### src/rtl/jacaranda_pkg.sv
// Shared definitions for the instruction-memory boot loader and the CPU it feeds.
// Holds the loader state encoding, frame constants and memory interface widths.
package jacaranda_pkg;

    localparam int INSTR_W = 8;
    localparam int ADDR_W  = 8;

    localparam logic [INSTR_W-1:0] DEF_SYNC_BYTE      = 8'hA5;
    localparam logic [INSTR_W-1:0] DEF_HOLD_INSTR     = 8'h00;
    localparam int unsigned        DEF_TIMEOUT_CYCLES = 50000;

    typedef enum logic [2:0] {
        ST_WAIT_SYNC,
        ST_LEN,
        ST_DATA,
        ST_SUM,
        ST_RUN
    } loader_state_t;

    // A length byte of zero encodes a full 256-byte image.
    function automatic logic [8:0] frame_len(input logic [7:0] len_byte);
        return (len_byte == 8'd0) ? 9'd256 : {1'b0, len_byte};
    endfunction

endpackage

### src/rtl/loader_timeout.sv
// Saturating inter-byte timer: counts enabled cycles since the last clear and
// flags terminal count. A LIMIT of zero never reaches terminal count.
module loader_timeout #(
    parameter int unsigned LIMIT = 50000
) (
    input  logic clock,
    input  logic reset,
    input  logic i_clear,
    input  logic i_enable,
    output logic o_tc
);

    localparam int unsigned    CW      = (LIMIT < 2) ? 1 : $clog2(LIMIT + 1);
    localparam logic [CW-1:0]  C_LIMIT = CW'(LIMIT);

    logic [CW-1:0] r_count;

    // NOTE: sequential state uses non-blocking assignments so every flop samples pre-edge values.
    always_ff @(posedge clock or posedge reset) begin
        if (reset) begin
            r_count <= '0;
        end else if (i_clear) begin
            r_count <= '0;
        end else if (i_enable && (r_count != C_LIMIT)) begin
            r_count <= r_count + 1'b1;
        end
    end

    assign o_tc = (LIMIT != 0) && (r_count == C_LIMIT);

endmodule

### src/rtl/imem_loader.sv
// Boot/reload controller: receives a framed image (sync, length, data, checksum)
// over a byte stream, writes it into instruction memory, then hands the port to the CPU.
module imem_loader
    import jacaranda_pkg::*;
#(
    parameter logic [INSTR_W-1:0] SYNC_BYTE      = DEF_SYNC_BYTE,
    parameter int unsigned        TIMEOUT_CYCLES = DEF_TIMEOUT_CYCLES,
    parameter logic [INSTR_W-1:0] HOLD_INSTR     = DEF_HOLD_INSTR
) (
    input  logic               clock,
    input  logic               reset,
    input  logic [INSTR_W-1:0] rx_data,
    input  logic               rx_valid,
    output logic               rx_ready,
    input  logic [ADDR_W-1:0]  cpu_addr,
    output logic [INSTR_W-1:0] cpu_instr,
    output logic               cpu_hold,
    output logic [ADDR_W-1:0]  mem_addr,
    output logic [INSTR_W-1:0] mem_wdata,
    output logic               mem_we,
    input  logic [INSTR_W-1:0] mem_rdata,
    output logic               load_done,
    output logic               load_err,
    output logic [8:0]         bytes_loaded
);

    loader_state_t      r_state;
    logic [ADDR_W-1:0]  r_ptr;
    logic [ADDR_W-1:0]  r_waddr;
    logic [INSTR_W-1:0] r_wdata;
    logic               r_we;
    logic [INSTR_W-1:0] r_acc;
    logic [8:0]         r_remain;
    logic [8:0]         r_len;
    logic [8:0]         r_bytes_loaded;
    logic               r_done;
    logic               r_err;
    logic               r_hold;

    logic w_xfer;
    logic w_in_frame;
    logic w_timeout;

    // Every state accepts a byte, so the stream can run at one byte per clock.
    assign rx_ready   = 1'b1;
    assign w_xfer     = rx_valid & rx_ready;
    assign w_in_frame = (r_state == ST_LEN) || (r_state == ST_DATA) || (r_state == ST_SUM);

    loader_timeout #(
        .LIMIT    (TIMEOUT_CYCLES)
    ) u_timeout (
        .clock    (clock),
        .reset    (reset),
        .i_clear  (w_xfer || !w_in_frame),
        .i_enable (w_in_frame),
        .o_tc     (w_timeout)
    );

    always_ff @(posedge clock or posedge reset) begin
        if (reset) begin
            r_state        <= ST_WAIT_SYNC;
            r_ptr          <= '0;
            r_waddr        <= '0;
            r_wdata        <= '0;
            r_we           <= 1'b0;
            r_acc          <= '0;
            r_remain       <= '0;
            r_len          <= '0;
            r_bytes_loaded <= '0;
            r_done         <= 1'b0;
            r_err          <= 1'b0;
            r_hold         <= 1'b1;
        end else begin
            r_done <= 1'b0;
            r_we   <= 1'b0;

            case (r_state)
                ST_WAIT_SYNC: begin
                    if (w_xfer && (rx_data == SYNC_BYTE)) begin
                        r_state <= ST_LEN;
                        r_err   <= 1'b0;
                        r_ptr   <= '0;
                        r_acc   <= '0;
                    end
                end

                ST_LEN: begin
                    if (w_xfer) begin
                        r_remain <= frame_len(rx_data);
                        r_len    <= frame_len(rx_data);
                        r_state  <= ST_DATA;
                    end
                end

                ST_DATA: begin
                    // Sync bytes here are payload; there is no mid-frame resync.
                    if (w_xfer) begin
                        r_we     <= 1'b1;
                        r_waddr  <= r_ptr;
                        r_wdata  <= rx_data;
                        r_ptr    <= r_ptr + 8'd1;
                        r_acc    <= r_acc + rx_data;
                        r_remain <= r_remain - 9'd1;
                        if (r_remain == 9'd1) begin
                            r_state <= ST_SUM;
                        end
                    end
                end

                ST_SUM: begin
                    if (w_xfer) begin
                        if (rx_data == r_acc) begin
                            r_state        <= ST_RUN;
                            r_done         <= 1'b1;
                            r_hold         <= 1'b0;
                            r_bytes_loaded <= r_len;
                        end else begin
                            r_state <= ST_WAIT_SYNC;
                            r_err   <= 1'b1;
                        end
                    end
                end

                ST_RUN: begin
                    if (w_xfer && (rx_data == SYNC_BYTE)) begin
                        r_state <= ST_LEN;
                        r_hold  <= 1'b1;
                        r_ptr   <= '0;
                        r_acc   <= '0;
                    end
                end

                default: begin
                    r_state <= ST_WAIT_SYNC;
                    r_hold  <= 1'b1;
                end
            endcase

            // An accepted byte always beats a timeout that fires in the same cycle.
            if (w_in_frame && !w_xfer && w_timeout) begin
                r_state <= ST_WAIT_SYNC;
                r_err   <= 1'b1;
            end
        end
    end

    // NOTE: combinational mux assigns defaults first so no path can infer a latch.
    always_comb begin
        mem_addr  = r_ptr;
        cpu_instr = HOLD_INSTR;
        if (!r_hold) begin
            mem_addr  = cpu_addr;
            cpu_instr = mem_rdata;
        end else if (r_we) begin
            mem_addr = r_waddr;
        end
    end

    assign mem_we       = r_we;
    assign mem_wdata    = r_wdata;
    assign cpu_hold     = r_hold;
    assign load_done    = r_done;
    assign load_err     = r_err;
    assign bytes_loaded = r_bytes_loaded;

endmodule

### config.mk
export PLATFORM = sky130hd
export DESIGN_NAME = imem_loader
export DESIGN_NICKNAME = d
export VERILOG_FILES = /design/src/rtl/jacaranda_pkg.sv /design/src/rtl/loader_timeout.sv /design/src/rtl/imem_loader.sv
export SDC_FILE = /design/constraint.sdc
export NUM_CORES = 1
export LEC_CHECK = 0
export CORE_MARGIN = 4
export CORE_UTILIZATION = 45
export DETAILED_ROUTE_END_ITERATION = 10
export PLACE_DENSITY = 0.69
export SYNTH_ARGS = -nofsm -noshare
export SYNTH_HDL_FRONTEND = slang
export SYNTH_SLANG_ARGS = --single-unit
### constraint.sdc
create_clock -name clock -period 6.6 [get_ports clock]
set_input_delay 1.32 -clock clock [delete_from_list [all_inputs] [get_ports clock]]
set_output_delay 1.32 -clock clock [all_outputs]
set_load 0.01 [all_outputs]
==> metrics <==
reg-to-reg slack, setup 3.59 ns; status completed; CP Capture Type flop; DRT iter0 DRCs 207; TNS Setup 0 ns; worst min path class flop to flop; share of layout cells above drive strength 1 0.0738; vias in the first global route 3241; WP data required 6.84 ns; Reg power frac 0.425; Filler cells 800; Hold Violations, Final 0; leading area contributor after synthesis dfrtp_1; grt met2 use 0.288; FF-to-FF path depth 7; Die Y 105 um; Leakage 2.36 nW; Netlist cell types 54; Final Setup Violations 0; Total Power 1.84 mW; Post-CTS Setup Bufs 0; worst hold slack 0.476 ns; TritonCTS buffer count 9; switch share 0.379; P_int 1.14 mW; Critical Path Start rx_data[1]; FMAX 259 MHz; asr flop ratio synth 1.00; fin. max-slew vios 0; n_diodes 0; H-tree depth 3; Post-Syn Area 0.00421 mm2; syn_area_per_cell 9.30 um2; wire per inst 15.2 um; Die Width 105 um; period utilization 0.585; CTS tree yes; Yosys warning count 0; fin util 0.560; GRT overflow 0; final critical-path required period 3.86 ns; I/O Buffers 63; # rows 35; post-CTS sizing 0; top-count cell post-synth nand2_1; pin count of the biggest net entering global routing 83; clk_skew 0.0117 ns; Worst setup SP type input pin; 1st-pass router iterations 4; Initial Utilization 0.459; top_reg_cell synth dfrtp_1; vias 3419; worst slew pin tran 1.03 ns; Area Overhead vs Synth 21.8%; PwrDens 359 mW/mm2; Reg-to-Reg End r_remain[2]$_DFFE_PP0P_; synthesis-stage register bit count 82; met1 usage 0.240; EDFF count, synth 0; dpl cells 610; nets@finish 550; syn nets 492; IR Drop Worst-Case VDD 0.156 mV; Hold-fix buffers, CTS 0; Post-Route WL 9520 um; Reg area 0.00205 mm2; # DRC 0; top cells by area, synth dfrtp_1, nand2_1, ha_1; initial antenna violation count 0; Comb pwr share 0.366; critical path arrival 4.10 ns; root buffer cell clkbuf_8; RSZ-0062 raised after global routing false; Synth Instances 452; Ports 65; fin cells 626; commonest cells in the netlist nand2_1, dfrtp_1, nor2_1; sequential share of the synthesized area 0.488; clock sink count 82; clock latency on the worst-skew pair 0.36 ns; routability cong. 0.809; crit path to bytes_loaded[6]$_DFFE_PP0P_; via density per instance 5.46; Clock Tree Buf Depth 2; Slew headroom 0.310; crit path kind input pin to flop; GR Util met3 0.0309; Tot GR Track Use 0.176; power share of the clock group 0.209; multi-input combinational cell area 0.00203 mm2; Synth top area share 0.482; Worst Path Max Fanout 10; Reg clk slew, reported paths 0.08 ns; switching pwr 697 uW; maxcap violations 0; first-pass GRT wire length 16000 um; core area 0.00915 mm2; gr busiest metal met2; post-route ant nets 0; DP Wirelength 6660 um; FF-to-FF Start r_state[1]$_DFFE_PP0P_; Die Area 0.0110 mm2
[how the worst min path moves through the flow]
stage | start | end | slack, ns | cells past startpoint
2_1_floorplan | r_len[8]$_DFFE_PP0P_ | r_len[8]$_DFFE_PP0P_ | 0.43 | 2
3_3_place_gp | r_len[6]$_DFFE_PP0P_ | r_len[6]$_DFFE_PP0P_ | 0.46 | 2
3_5_place_dp | r_len[6]$_DFFE_PP0P_ | r_len[6]$_DFFE_PP0P_ | 0.46 | 2
4_1_cts | r_len[6]$_DFFE_PP0P_ | r_len[6]$_DFFE_PP0P_ | 0.48 | 2
5_1_grt | r_len[5]$_DFFE_PP0P_ | r_len[5]$_DFFE_PP0P_ | 0.50 | 2
6_report | r_len[6]$_DFFE_PP0P_ | r_len[6]$_DFFE_PP0P_ | 0.48 | 2
[cell usage in the layout, fill, tap and decap left out, drive strengths merged, types with 4 or more instances in the layout]
cell type	instances
clkdlybuf4s50	63
dfrtp	81
or3	9
o21ai	18
nor4	5
a21oi	23
inv	16
mux2i	15
and3	4
nor2	36
xnor2	7
clkbuf	9
nor3	8
xor2	12
nand4	9
nor2b	10
mux2	10
a22o	4
ha	12
nand3	11
nand2b	5
nand2	106
[power groups by stage]
stage	registers, mW	clock network, mW	logic [mW]
after floorplan	0.747	0	0.462
after global placement	0.784	0	0.657
after detailed placement	0.791	0	0.672
after CTS	0.781	0.395	0.676
after global routing	0.807	0.416	0.753
final	0.781	0.384	0.673
[layer usage]
metal / up-vias / part of all wire
met4: 0 / 0.014
met3: 12 / 0.050
li1: 1669 / -
met1: 1658 / 0.47
met2: 80 / 0.47
met5: - / 0
[cell families after synthesis]
family,share of synthesized area
flops,0.488
other cells,0.000892
compound gates,0.0967
simple gates,0.242
mux,0.0625
buf+inv,0.0300
xor+xnor,0.0396
fa+ha+maj,0.0405
[final cells by class]
cell class | count | share of cell area
Sequential cell | 82 | 0.401
Clock inverter | 7 | 0.0159
Clock buffer | 9 | 0.0242
Timing Repair Buffer | 66 | 0.128
Multi-Input combinational cell | 339 | 0.395
Inverter | 12 | 0.00904
Tap cell | 111 | 0.0271
[registers in the layout, summed over array words and instances, names as in the netlist]
name / cells
u_timeout.r_count: 16
bytes_loaded: 9
r_len: 9
r_ptr: 8
r_waddr: 8
load_done: 1
load_err: 1
r_remain: 9
r_state: 3
r_acc: 8
mem_we: 1
cpu_hold: 1
mem_wdata: 8
[critical path, stage by stage]
cell	delay, ns
clkdlybuf4s50_1	0.54
ha_1	0.39
nor4_1	0.28
nand2_1	0.09
nor4_1	0.64
nand2_1	0.45
mux2_2	0.39
[through the flow]
step                      setup slack (ns)  area, um2
after global placement                2.54       4920
final                                 2.74       5120
after detailed placement              2.39       4920
after floorplan                       3.17       4210
after global routing                  2.64       5120
after CTS                             2.77       5120
Power figures use the tool's default switching activity.
